<file path="config.mk">
export PLATFORM = sky130hd
export DESIGN_NAME = uart_rx_core_flat
export DESIGN_NICKNAME = d
export VERILOG_FILES = /design/src/rtl/uart_rx_if.sv /design/src/rtl/uart_rx_core.sv /design/src/flat_wrapper.sv
export SDC_FILE = /design/constraint.sdc
export NUM_CORES = 1
export LEC_CHECK = 0
export BUFFER_PORTS_ARGS = -buffer_cell sky130_fd_sc_hd__buf_2
export CAP_MARGIN = 0
export CORE_MARGIN = 8
export CORE_UTILIZATION = 60
export CTS_CLUSTER_SIZE = 8
export DETAILED_ROUTE_END_ITERATION = 16
export GPL_TIMING_DRIVEN = 0
export PLACE_DENSITY = 0.79
export SETUP_SLACK_MARGIN = 0.05
export SLEW_MARGIN = 20
export SYNTH_ARGS = -nofsm -noshare
export SYNTH_HDL_FRONTEND = slang
export SYNTH_SLANG_ARGS = --single-unit
export TNS_END_PERCENT = 50
</file>
<file path="constraint.sdc">
create_clock -name clk -period 5.4 [get_ports clk]
set_input_delay 0.81 -clock clk [delete_from_list [all_inputs] [get_ports clk]]
set_output_delay 0.81 -clock clk [all_outputs]
set_load 0.1 [all_outputs]
</file>
<file path="src/rtl/uart_rx_if.sv">
// uart_rx_if: bundles the serial line, rate select and received-byte outputs
// of the UART receiver.
//   baud_rate   - rate select (00=2400, 01=4800, 10=9600, 11=19200)
//   data_rx     - asynchronous serial line, idle high
//   data_out    - last correctly framed byte
//   done_flag   - one-cycle strobe per good frame
//   active_flag - frame in progress
//   error_flag  - framing error level (stop bit read as 0)
// Modports: master drives line/rate and observes results; slave is the receiver.
interface uart_rx_if;
  logic [1:0] baud_rate;
  logic       data_rx;
  logic [7:0] data_out;
  logic       done_flag;
  logic       active_flag;
  logic       error_flag;

  modport master (
    output baud_rate,
    output data_rx,
    input  data_out,
    input  done_flag,
    input  active_flag,
    input  error_flag
  );

  modport slave (
    input  baud_rate,
    input  data_rx,
    output data_out,
    output done_flag,
    output active_flag,
    output error_flag
  );
endinterface

</file>
<file path="src/rtl/uart_rx_core.sv">
// uart_rx_core: 8N1 UART receiver with a 16x oversampling tick generator,
// 2-FF input synchroniser, start-bit validation and mid-bit sampling.
// Ports:
//   clk   - system clock (50 MHz nominal)
//   rst_n - asynchronous active-low reset
//   bus   - uart_rx_if.slave: baud_rate/data_rx in, data_out/done_flag/
//           active_flag/error_flag out (all outputs registered)
module uart_rx_core #(
  parameter int unsigned DIV_2400  = 1302,
  parameter int unsigned DIV_4800  = 651,
  parameter int unsigned DIV_9600  = 326,
  parameter int unsigned DIV_19200 = 163,
  parameter int unsigned DATA_BITS = 8
) (
  input  logic     clk,
  input  logic     rst_n,
  uart_rx_if.slave bus
);

  localparam int unsigned IDX_W = $clog2(DATA_BITS);

  typedef enum logic [1:0] {
    IDLE  = 2'd0,
    START = 2'd1,
    DATA  = 2'd2,
    STOP  = 2'd3
  } state_t;

  state_t               state_r;
  logic                 sync1_r;
  logic                 rx_s_r;
  logic                 rx_s_d_r;
  logic [1:0]           div_sel_r;
  logic [10:0]          tick_cnt_r;
  logic [3:0]           bit_tick_r;
  logic [IDX_W-1:0]     bit_idx_r;
  logic [DATA_BITS-1:0] shift_r;
  logic [7:0]           data_out_r;
  logic                 done_r;
  logic                 active_r;
  logic                 error_r;

  logic [10:0]          div_s;
  logic                 tick_s;
  logic                 fall_s;

  // Divider for the rate latched at frame start, so mid-frame changes are ignored.
  always_comb begin
    div_s = 11'(DIV_9600);
    case (div_sel_r)
      2'b00:   div_s = 11'(DIV_2400);
      2'b01:   div_s = 11'(DIV_4800);
      2'b10:   div_s = 11'(DIV_9600);
      2'b11:   div_s = 11'(DIV_19200);
      default: div_s = 11'(DIV_9600);
    endcase
  end

  assign tick_s = (state_r != IDLE) && (tick_cnt_r == (div_s - 11'd1));
  // Edge detector runs in every state so an edge on the first IDLE cycle is seen.
  assign fall_s = rx_s_d_r & ~rx_s_r;

  // Two-flop synchroniser plus one delay flop for falling-edge detection.
  always_ff @(posedge clk or negedge rst_n) begin
    if (!rst_n) begin
      sync1_r  <= 1'b1;
      rx_s_r   <= 1'b1;
      rx_s_d_r <= 1'b1;
    end else begin
      sync1_r  <= bus.data_rx;
      rx_s_r   <= sync1_r;
      rx_s_d_r <= rx_s_r;
    end
  end

  // Receive FSM with tick counter and registered outputs.
  always_ff @(posedge clk or negedge rst_n) begin
    if (!rst_n) begin
      state_r    <= IDLE;
      div_sel_r  <= 2'b00;
      tick_cnt_r <= 11'd0;
      bit_tick_r <= 4'd0;
      bit_idx_r  <= '0;
      shift_r    <= '0;
      data_out_r <= 8'h00;
      done_r     <= 1'b0;
      active_r   <= 1'b0;
      error_r    <= 1'b0;
    end else begin
      done_r <= 1'b0;
      // Held at zero while idle so tick phase is anchored to the start edge.
      if ((state_r == IDLE) || tick_s) begin
        tick_cnt_r <= 11'd0;
      end else begin
        tick_cnt_r <= tick_cnt_r + 11'd1;
      end

      case (state_r)
        IDLE: begin
          if (fall_s) begin
            state_r    <= START;
            div_sel_r  <= bus.baud_rate;
            tick_cnt_r <= 11'd0;
            bit_tick_r <= 4'd0;
            bit_idx_r  <= '0;
            active_r   <= 1'b1;
            error_r    <= 1'b0;
          end
        end
        START: begin
          if (tick_s) begin
            if (bit_tick_r == 4'd7) begin
              if (rx_s_r) begin
                // Line back high mid start bit: a glitch, not a frame.
                state_r  <= IDLE;
                active_r <= 1'b0;
              end else begin
                state_r    <= DATA;
                bit_tick_r <= 4'd0;
              end
            end else begin
              bit_tick_r <= bit_tick_r + 4'd1;
            end
          end
        end
        DATA: begin
          if (tick_s) begin
            if (bit_tick_r == 4'd15) begin
              bit_tick_r         <= 4'd0;
              shift_r[bit_idx_r] <= rx_s_r;
              if (bit_idx_r == IDX_W'(DATA_BITS - 1)) begin
                state_r <= STOP;
              end else begin
                bit_idx_r <= bit_idx_r + IDX_W'(1);
              end
            end else begin
              bit_tick_r <= bit_tick_r + 4'd1;
            end
          end
        end
        STOP: begin
          if (tick_s) begin
            if (bit_tick_r == 4'd15) begin
              state_r  <= IDLE;
              active_r <= 1'b0;
              if (rx_s_r) begin
                data_out_r <= shift_r[7:0];
                done_r     <= 1'b1;
                error_r    <= 1'b0;
              end else begin
                error_r <= 1'b1;
              end
            end else begin
              bit_tick_r <= bit_tick_r + 4'd1;
            end
          end
        end
        default: begin
          state_r  <= IDLE;
          active_r <= 1'b0;
        end
      endcase
    end
  end

  assign bus.data_out    = data_out_r;
  assign bus.done_flag   = done_r;
  assign bus.active_flag = active_r;
  assign bus.error_flag  = error_r;

endmodule

</file>
<file path="src/flat_wrapper.sv">
// flat-port wrapper written by rule: the top's interface ports become plain ports
module uart_rx_core_flat 
#(
  parameter int unsigned DIV_2400  = 1302,
  parameter int unsigned DIV_4800  = 651,
  parameter int unsigned DIV_9600  = 326,
  parameter int unsigned DIV_19200 = 163,
  parameter int unsigned DATA_BITS = 8
)
  (clk, rst_n, bus_baud_rate, bus_data_rx, bus_data_out, bus_done_flag, bus_active_flag, bus_error_flag);
  uart_rx_if bus_i ();
  input  logic clk;
  input  logic rst_n;
  input wire logic [$bits(bus_i.baud_rate)-1:0] bus_baud_rate;
  input wire logic [$bits(bus_i.data_rx)-1:0] bus_data_rx;
  output wire logic [$bits(bus_i.data_out)-1:0] bus_data_out;
  output wire logic [$bits(bus_i.done_flag)-1:0] bus_done_flag;
  output wire logic [$bits(bus_i.active_flag)-1:0] bus_active_flag;
  output wire logic [$bits(bus_i.error_flag)-1:0] bus_error_flag;
  assign bus_i.baud_rate = bus_baud_rate;
  assign bus_i.data_rx = bus_data_rx;
  assign bus_data_out = bus_i.data_out;
  assign bus_done_flag = bus_i.done_flag;
  assign bus_active_flag = bus_i.active_flag;
  assign bus_error_flag = bus_i.error_flag;
  uart_rx_core #(.DIV_2400(DIV_2400), .DIV_4800(DIV_4800), .DIV_9600(DIV_9600), .DIV_19200(DIV_19200), .DATA_BITS(DATA_BITS)) u_core (.clk(clk), .rst_n(rst_n), .bus(bus_i));
endmodule
</file>
==> impl_metrics.csv, run 1 <==
group,metric,value,unit
clock_tree,clock-root-buffer,"clkbuf_8",
timing,finalSetupViolCount,0,
detailed_routing,ant_nets,0,
logic_synthesis,ys.flop_type,"dfrtp_1",
logic_synthesis,synth_fa_ha_area_share,2.040,%
grt,first_global_vias,1728,
detailed_routing,remaining_drc_errors,0,
detailed_routing,routedWlPerCell,15.22,um
logic_synthesis,synth_nets,251,
timing,fin_skew,0.007031,ns
critical_path,max_stage_delay,0.52,ns
clock_tree,numCtsBuffers,5,
critical_path,critical_path_class,"flop to flop",
worst_hold_path,worst_hold_path.num_cells,0,
critical_path,arrival,3.11,ns
critical_path,critPathMaxFanout,8,
critical_path,cp.required,5.59,ns
layout,nNetsFinal,273,
critical_path,r2r_end,"u_core.bus.data_out[2]",
placed_design,dp_hpwl,3402,um
layout,antenna_cells,0,
floorplanning,top_level_ports,16,
timing,fin_crit_sh,54.21,%
critical_path,path_delay_family,"simple AND/OR/NAND/NOR gates",
critical_path,ff2ff_setup_slack,2.47,ns
floorplanning,initial_core_util,61.78,%
logic_synthesis,syn_avg_cell_area,10.14,um^2
critical_path,slowest_stage,"or4_1",
logic_synthesis,netlist_instances,242,
placed_design,globalplace.congestion,0.8713,
floorplanning,num_rows,23,
worst_hold_path,worstHoldPathType,"flop to flop",
timing,min_period,2.927,ns
timing,clock.fmax,341.6,MHz
clock_tree,clockBufferDepth,2,
worst_hold_path,min_to,"u_core.rx_s_r",
grt,grt.overflow.total,0,
timing,worst_slew_pin_slew,0.9598,ns
detailed_routing,dr.pass1.iters,4,
timing,slew_viol_final,0,
layout,seqCellArea,1105,um^2
layout,fill_cells,309,
grt,grt_pass1_wl,8349,um
critical_path,path_cells,"clkbuf_2, o22a_1, a2111o_1, or4_1, buf_2, or4_1, buf_6, mux2_4",
logic_synthesis,synth_xor_area_share,4.997,%
power,worst_ir_drop_vdd,0.0001750,V
logic_synthesis,ys_ff_latch,44,
worst_hold_path,min_from,"u_core.sync1_r",
logic_synthesis,yosysSeqAreaShare,45.03,%
logic_synthesis,yosys.area_share.simple,21.06,%
power,powerDensity,361.4,nW/um^2
grt,track_usage,16.46,%
timing,hold_viol,0,
logic_synthesis,synth-compound-area-share,11.68,%
power,power,0.9781,mW
floorplanning,die_y,79.95,um
clock_tree,cts_tree,"yes",
logic_synthesis,ys.warnings.count,0,
logic_synthesis,netlist_area,2454,um^2
clock_tree,cts.clk_slew.worst_paths,0.09,ns
timing,rsz0062_at_grt,"false",
clock_tree,cts-hold-fix-buffers,0,
detailed_routing,totalWireLength,4794,um
timing,setup_tns,0,ns
timing,holdWs,0.3598,ns
critical_path,crit_buf_inv,3,
detailed_routing,vias,1868,
clock_tree,clock-sinks,44,
floorplanning,dieArea,6391,um^2
detailed_routing,viasPerCell,5.930,
clock_tree,post-cts-setup-buffers,0,
logic_synthesis,synthMuxAreaShare,10.40,%
run_status,outcome,"completed",
logic_synthesis,synthArstFlopShare,100.0,%
floorplanning,chipWidth,79.95,um
clock_tree,ctsHtreeMaxLevel,2,
placed_design,dpl_cell_area,2591,um^2
power,power_leakage,1.206,nW
logic_synthesis,synth_edf_count,0,
clock_tree,post_cts_resized,0,
logic_synthesis,synth_top_family_by_area,"simple AND/OR/NAND/NOR gates",
grt,grt_start_max_net_pins,45,
layout,syn_to_final_growth,10.30,%
critical_path,start_kind,"flop",
timing,slew-limit-headroom,36.01,%
placed_design,portBuffers,15,
critical_path,crit_top_cell,"or4_1",
layout,final_cell_mix,"dfrtp_1, nor2_1, nand3_1",
timing,fin_ws,2.473,ns
critical_path,critPathCaptureType,"flop",
critical_path,reg2reg_from,"u_core.tick_cnt_r[4]",
layout,drive_above_1_share,20.38,%
layout,layout_commonest_cell,"dfrtp_1",
layout,design_area,2706,um^2
detailed_routing,drtIter0Drc,191,
clock_tree,clkLatencyLatePin,0.30,ns
floorplanning,core-area,3971,um^2
critical_path,reg2regPathDepth,8,
placed_design,place_ws,2.491,ns
grt,grt_antenna_before_repair,0,
flow_run,cap_violations,0,
layout,multi_input_area,1231,um^2
logic_synthesis,synth.distinct_cells,51,
-- logic make-up (layout without fill, tap and decap cells) --
family / Yosys count / in the layout
simple gates: 96 / 96
mux: 20 / 20
xor+xnor: 14 / 14
compound gates: 38 / 38
flops: 44 / 44
buf+inv: 26 / 49
fa+ha+maj: 4 / 4
-- sequential cells by signal, summed over array words and instances, names as in the netlist, named ones only --
register                flops
u_core.tick_cnt_r          11
u_core.bus.data_out         8
u_core.shift_r              8
u_core.bit_tick_r           4
u_core.bit_idx_r            3
u_core.div_sel_r            2
u_core.bus.active_flag      1
u_core.bus.done_flag        1
u_core.bus.error_flag       1
u_core.rx_s_d_r             1
u_core.rx_s_r               1
u_core.state_r              1
u_core.sync1_r              1
-- synthesized netlist by cell type, types with 5 or more instances --
library cell | count | area share (%)
nor3_1 | 11 | 2.2
nor3b_1 | 5 | 1.5
mux2_2 | 11 | 5.0
xor2_1 | 7 | 2.5
dfrtp_1 | 41 | 42
inv_1 | 5 | 0.76
nand2_1 | 9 | 1.4
o21ai_0 | 6 | 1.2
xnor2_1 | 7 | 2.5
nand3_1 | 19 | 3.9
a31oi_1 | 6 | 1.5
mux2_4 | 8 | 4.9
clkbuf_1 | 13 | 2.0
nor2_1 | 22 | 3.4
-- worst max path at each step --
stage / startpoint / end / slack, ns / cells past startpoint
after floorplan: u_core.div_sel_r[0] / u_core.bus.data_out[0] / 2.62 / 8
after global placement: u_core.div_sel_r[0] / u_core.bus.data_out[2] / 2.51 / 8
after detailed placement: u_core.tick_cnt_r[4] / u_core.bus.data_out[2] / 2.49 / 8
after CTS: u_core.tick_cnt_r[4] / u_core.bus.data_out[2] / 2.48 / 8
after global routing: u_core.tick_cnt_r[4] / u_core.bus.data_out[2] / 2.41 / 8
final: u_core.tick_cnt_r[4] / u_core.bus.data_out[2] / 2.47 / 8
-- per-layer routing --
| layer | global-route usage, % | up-vias | share of wire, % |
|---|---|---|---|
| met5 | 0 | - | 0 |
| met4 | 5.273 | 0 | 0.60 |
| met3 | 5.518 | 2 | 5.2 |
| met2 | 24.58 | 53 | 46 |
| met1 | 21.80 | 890 | 48 |
| li1 | - | 923 | - |
-- final cells by class --
cell class,instances,area share (%)
clock buffer,5,2.543
clock inverter,3,1.711
sequential,44,40.82
multi-input combinational,172,45.49
buffer,21,3.652
timing repair buffer,15,2.774
tap,50,2.312
inverter,5,0.6935
-- report_power, final --
part           total [mW]  switching [mW]  leakage (nW)  internal [mW]
clock network       0.259           0.120        0.0548          0.139
registers           0.397          0.0313         0.583          0.366
logic               0.322           0.198         0.569          0.124
total               0.978           0.349          1.21          0.629
-- stage by stage --
stage,util (%),instances
floorplan,-,242
global placement,65.25,307
detailed placement,65.25,307
CTS,68.15,315
global route,68.15,315
finish,68.15,315
Note: power is estimated with default switching activity, not from simulation.
==> run 2, diff against run 1 <==
Settings changed: CORE_UTILIZATION 60 to 54, PLACE_DENSITY 0.79 to 0.75.
Clock period 5.4 ns to 2.5 ns, I/O delays scaled along.
==> impl_metrics.csv, run 2 (synthesized netlist as in run 1, its figures left out) <==
group,metric,value,unit
placed_design,globalplace.congestion,0.8416,
critical_path,critPathCaptureType,"flop",
clock_tree,clockBufferDepth,2,
detailed_routing,wl_met1,2314,um
layout,design_area,2776,um^2
timing,slew_viol_final,0,
critical_path,path_cells,"buf_6, o22a_1, a2111o_1, or4_4, or4_4, buf_8, mux2_4",
run_status,violations,"setup timing",
layout,final_cell_mix,"dfrtp_1, nor2_1, nand3_1",
floorplanning,top_level_ports,16,
floorplanning,num_rows,24,
clock_tree,numCtsBuffers,5,
critical_path,r2r_end,"u_core.bus.data_out[7]",
critical_path,critPathMaxFanout,8,
grt,grt_start_max_net_pins,45,
detailed_routing,vias,1932,
critical_path,cp.required,2.68,ns
critical_path,reg2regPathDepth,7,
clock_tree,cts-hold-fix-buffers,0,
critical_path,slowest_stage,"or4_4",
critical_path,crit_top_cell,"or4_4",
floorplanning,dieArea,6956,um^2
detailed_routing,routedWlPerCell,16.03,um
run_status,outcome,"finished, violations left",
critical_path,critical_path_class,"flop to flop",
detailed_routing,routed.top_layer,"met4",
timing,slew-limit-headroom,61.22,%
critical_path,start_kind,"flop",
timing,fin_skew,0.01016,ns
grt,track_usage,14.32,%
layout,antenna_cells,0,
floorplanning,die_y,83.41,um
timing,fin_crit_sh,105.5,%
detailed_routing,wl_met2,2414,um
floorplanning,chipWidth,83.41,um
grt,grt.overflow.total,0,
grt,first_global_vias,1841,
placed_design,dpl_cell_area,2618,um^2
detailed_routing,drtIter0Drc,103,
layout,layout_commonest_cell,"dfrtp_1",
placed_design,dp_hpwl,3431,um
placed_design,place_inst,309,
layout,top_register,"u_core.tick_cnt_r",
clock_tree,clock-root-buffer,"clkbuf_8",
placed_design,portBuffers,15,
flow_run,cap_violations,0,
timing,hold_viol,0,
critical_path,ff2ff_setup_slack,-0.14,ns
grt,grt_antenna_before_repair,0,
detailed_routing,wl_met3,270,um
clock_tree,clkLatencyLatePin,0.30,ns
critical_path,crit_end,"u_core.bus.data_out[7]",
detailed_routing,ant_nets,0,
layout,final_cells,318,
layout,syn_to_final_growth,13.16,%
clock_tree,ctsHtreeMaxLevel,2,
floorplanning,initial_core_util,56.35,%
timing,min_period,2.637,ns
power,worst_ir_drop_vdd,0.0006148,V
layout,nNetsFinal,274,
critical_path,max_stage_delay,0.57,ns
detailed_routing,remaining_drc_errors,0,
timing,fin_ws,-0.1370,ns
power,power_leakage,1.238,nW
detailed_routing,dr.pass1.iters,4,
detailed_routing,totalWireLength,5097,um
critical_path,crit_path_start,"u_core.div_sel_r[0]",
power,powerDensity,754.8,nW/um^2
timing,finalSetupViolCount,10,
clock_tree,cts_tree,"yes",
critical_path,arrival,2.82,ns
timing,rsz0062_at_grt,"true",
grt,grt_pass1_wl,8487,um
clock_tree,clock-sinks,44,
timing,clock.fmax,379.2,MHz
worst_hold_path,worstHoldPathType,"primary input to asynchronous set/reset pin",
clock_tree,cts.clk_slew.worst_paths,0.08,ns
critical_path,reg2reg_from,"u_core.div_sel_r[0]",
layout,drive_above_1_share,25.94,%
floorplanning,core-area,4354,um^2
layout,largest_register_ffs,11,
detailed_routing,viasPerCell,6.075,
timing,worst_slew_pin_slew,0.5807,ns
[run 2: cell count changes in the layout (fill, tap and decap cells not counted), sizes merged]
cell / delta
buf: +5
clkbuf: -3
clkinv: +2
bufinv: -1
clkinvlp: -1
inv: -1
[run 2: worst min path at each step]
stage                                       to      startpoint  cells past startpoint  slack [ns]
floorplan           asynchronous set/reset pin           rst_n                      0        0.08
global placement                 u_core.rx_s_r  u_core.sync1_r                      0        0.35
detailed placement               u_core.rx_s_r  u_core.sync1_r                      0        0.36
CTS                             u_core.sync1_r     bus_data_rx                      1        0.16
global route              u_core.bit_tick_r[0]           rst_n                      1        0.11
finish                    u_core.tick_cnt_r[9]           rst_n                      1        0.05
[run 2: per-layer routing]
metal	vias up	track usage, %
li1	928	-
met1	943	17.09
met2	49	23.41
met3	12	4.395
met4	0	5.591
met5	-	0
[run 2: layout make-up]
| cell class | count | area (um^2) |
|---|---|---|
| Inverter | 5 | 18.77 |
| Clock buffer | 6 | 82.58 |
| Sequential cell | 44 | 1107 |
| Timing Repair Buffer | 20 | 122.6 |
| Tap cell | 52 | 65.06 |
| Fill cell | 363 | 1578 |
| Buffer | 17 | 98.84 |
| Multi-Input combinational cell | 172 | 1271 |
| Clock inverter | 2 | 10.01 |
[run 2: what timing repair did]
action | CTS | global route
endpoints found under the setup margin | 31 | 35
pin swaps | 1 | 2
endpoints found under the hold margin | 0 | 0
gates resized for setup | 7 | 14
buffers inserted | 3 | 1
cloned | 0 | 1
[run 2: critical path: cells and delay by family (launching register included)]
| family | cells | cell delay, ns |
|---|---|---|
| AO/OA/AOI/OAI | 2 | 0.50 |
| buffers and inverters | 2 | 0.30 |
| flip-flops | 1 | 0.41 |
| multiplexers | 1 | 0.29 |
| AND/OR/NAND/NOR | 2 | 1.01 |
[run 2: metrics by stage]
| stage | setup WS (ns) | TNS [ns] | utilization, % | power, mW | hold slack (ns) |
|---|---|---|---|---|---|
| 2_1_floorplan | -0.1193 | -1.027 | - | 1.408 | 0.07941 |
| 3_3_place_gp | -0.2189 | -2.721 | 60.11 | 1.550 | 0.3461 |
| 3_5_place_dp | -0.2159 | -3.410 | 60.11 | 1.562 | 0.3562 |
| 4_1_cts | -0.1994 | -2.377 | 62.84 | 2.043 | 0.1560 |
| 5_1_grt | -0.2035 | -2.113 | 63.76 | 2.206 | 0.1077 |
| 6_report | -0.1370 | -1.208 | 63.76 | 2.096 | 0.04941 |
[run 2: power by group]
group	total (mW)	internal [mW]	switching [mW]
sequential	0.875	0.791	0.0835
combinational	0.758	0.311	0.447
clock	0.463	0.221	0.243
==> run 3, diff against run 2 <==
Settings changed: GPL_TIMING_DRIVEN 0 to default, PLACE_DENSITY 0.75 to 0.71.
==> impl_metrics.csv, run 3 (synthesized netlist as in run 1, its figures left out) <==
group,metric,value,unit
clock_tree,clockBufferDepth,2,
critical_path,cp.required,2.69,ns
floorplanning,die_y,83.41,um
layout,seqCellArea,1106,um^2
flow_run,cap_violations,0,
clock_tree,clock-sinks,44,
grt,track_usage,15.89,%
detailed_routing,totalWireLength,5318,um
floorplanning,initial_core_util,56.35,%
critical_path,ff2ff_setup_slack,-0.02,ns
power,p_seq_share,37.9,%
critical_path,crit_buf_inv,1,
layout,antenna_cells,0,
critical_path,reg2regPathDepth,5,
timing,slew_viol_final,0,
power,power_frac_clock,24.7,%
critical_path,max_stage_delay,0.54,ns
critical_path,r2r_end,"u_core.bus.data_out[5]",
run_status,violations,"setup timing",
critical_path,critPathMaxFanout,8,
detailed_routing,vias,1939,
clock_tree,numCtsBuffers,5,
power,powerDensity,816.8,nW/um^2
layout,top_register,"u_core.tick_cnt_r",
worst_hold_path,worst_hold_path.num_cells,1,
timing,slew-limit-headroom,39.03,%
worst_hold_path,min_to,"u_core.sync1_r",
detailed_routing,routedWlPerCell,16.31,um
timing,holdWs,0.1683,ns
grt,grt_pass1_wl,9252,um
clock_tree,cts-hold-fix-buffers,0,
detailed_routing,wl_met1,2510,um
layout,drive_above_1_share,31.02,%
clock_tree,clkLatencyLatePin,0.30,ns
critical_path,reg2reg_from,"u_core.div_sel_r[0]",
worst_hold_path,worstHoldPathType,"primary input to flop",
critical_path,start_kind,"flop",
clock_tree,clock-root-buffer,"clkbuf_8",
placed_design,globalplace.congestion,0.8954,
clock_tree,ctsHtreeMaxLevel,2,
grt,grt_start_max_net_pins,43,
grt,first_global_vias,1939,
power,p_sw,0.8190,mW
timing,clock.fmax,396.2,MHz
timing,rsz0062_at_grt,"true",
critical_path,path_delay_family,"simple AND/OR/NAND/NOR gates",
layout,fill_cells,354,
power,power_leakage,1.324,nW
critical_path,arrival,2.72,ns
timing,fin_crit_sh,100.9,%
detailed_routing,routed.top_layer,"met4",
layout,syn_to_final_growth,17.64,%
layout,final_cell_mix,"dfrtp_1, buf_4, nor2_1",
critical_path,slowest_stage,"or4_4",
layout,final_cells,326,
timing,fin_ws,-0.02370,ns
floorplanning,dieArea,6956,um^2
timing,hold_viol,0,
detailed_routing,drtIter0Drc,135,
critical_path,critPathCaptureType,"flop",
placed_design,place_inst,315,
worst_hold_path,min_from,"bus_data_rx",
timing,worst_slew_pin_slew,0.9146,ns
timing,min_period,2.524,ns
timing,fin_skew,0.003886,ns
detailed_routing,dr.pass1.iters,4,
layout,multi_input_area,1267,um^2
grt,grt.overflow.total,0,
placed_design,portBuffers,15,
timing,finalSetupViolCount,8,
critical_path,crit_top_cell,"or4_4",
layout,nNetsFinal,282,
detailed_routing,viasPerCell,5.948,
power,p_int,1.539,mW
detailed_routing,wl_met3,279,um
critical_path,critical_path_class,"flop to flop",
power,worst_ir_drop_vdd,0.0003858,V
layout,largest_register_ffs,11,
clock_tree,cts.clk_slew.worst_paths,0.09,ns
layout,layout_commonest_cell,"dfrtp_1",
clock_tree,cts_tree,"yes",
detailed_routing,remaining_drc_errors,0,
run_status,outcome,"finished, violations left",
floorplanning,core-area,4354,um^2
power,switching_share,34.74,%
critical_path,path_cells,"buf_6, a2111o_1, or4_4, or4_4, mux2_4",
grt,grt_antenna_before_repair,0,
floorplanning,chipWidth,83.41,um
floorplanning,num_rows,24,
floorplanning,top_level_ports,16,
power,combPwrFrac,37.4,%
placed_design,dp_hpwl,3703,um
detailed_routing,ant_nets,0,
detailed_routing,wl_met2,2422,um
run 3: cell types whose count changed in the layout (fill, tap and decap cells not counted), sizes merged:
cell,before,now
buf,27,45
bufinv,0,1
clkinv,2,1
clkbuf,16,6
run 3: routing by layer:
metal,vias up,global-route usage [%]
li1,942,-
met1,929,20.13
met2,56,24.82
met3,12,3.906
met4,0,7.188
met5,-,0
run 3: final cells by class:
class	instances	share of cell area [%]
clock inverter	2	1.344
sequential	44	38.32
timing repair buffer	45	10.66
tap	52	2.254
inverter	5	0.6502
multi-input combinational	172	43.91
clock buffer	6	2.861
run 3: timing repair:
action | 4_1_cts | 5_1_grt
setup buffers | 2 | 1
endpoints found under the setup margin | 11 | 11
gates resized for setup | 4 | 3
run 3: worst max-delay path by stage:
stage | start | endpoint | depth (start not counted) | slack, ns
finish | u_core.div_sel_r[0] | u_core.bus.data_out[5] | 5 | -0.02
global route | u_core.div_sel_r[0] | u_core.bus.data_out[3] | 5 | -0.06
CTS | u_core.div_sel_r[0] | u_core.bus.data_out[3] | 5 | -0.008
detailed placement | u_core.div_sel_r[0] | u_core.bus.data_out[5] | 5 | -0.09
global placement | u_core.div_sel_r[0] | u_core.bus.data_out[4] | 5 | -0.03
floorplan | u_core.tick_cnt_r[8] | u_core.bus.data_out[0] | 7 | -0.12
run 3: stage by stage:
| stage | utilization (%) | power, mW | instance area, um^2 | worst slack (ns) | TNS [ns] |
|---|---|---|---|---|---|
| floorplan | - | 1.408 | 2477 | -0.1193 | -1.027 |
| global placement | 62.27 | 1.684 | 2711 | -0.03324 | -0.2626 |
| detailed placement | 62.27 | 1.701 | 2711 | -0.09198 | -0.7901 |
| CTS | 65.75 | 2.321 | 2863 | -0.007929 | -0.03406 |
| global route | 66.29 | 2.486 | 2887 | -0.05637 | -0.4377 |
| finish | 66.29 | 2.358 | 2887 | -0.02370 | -0.1621 |
run 3: power by group through the flow:
stage               registers (mW)  logic [mW]  clock network, mW
finish                       0.894       0.882              0.582
detailed placement           0.898       0.804                  0
CTS                          0.887       0.843              0.591
global placement             0.890       0.793                  0
floorplan                    0.872       0.536                  0
global route                 0.903       0.964              0.619
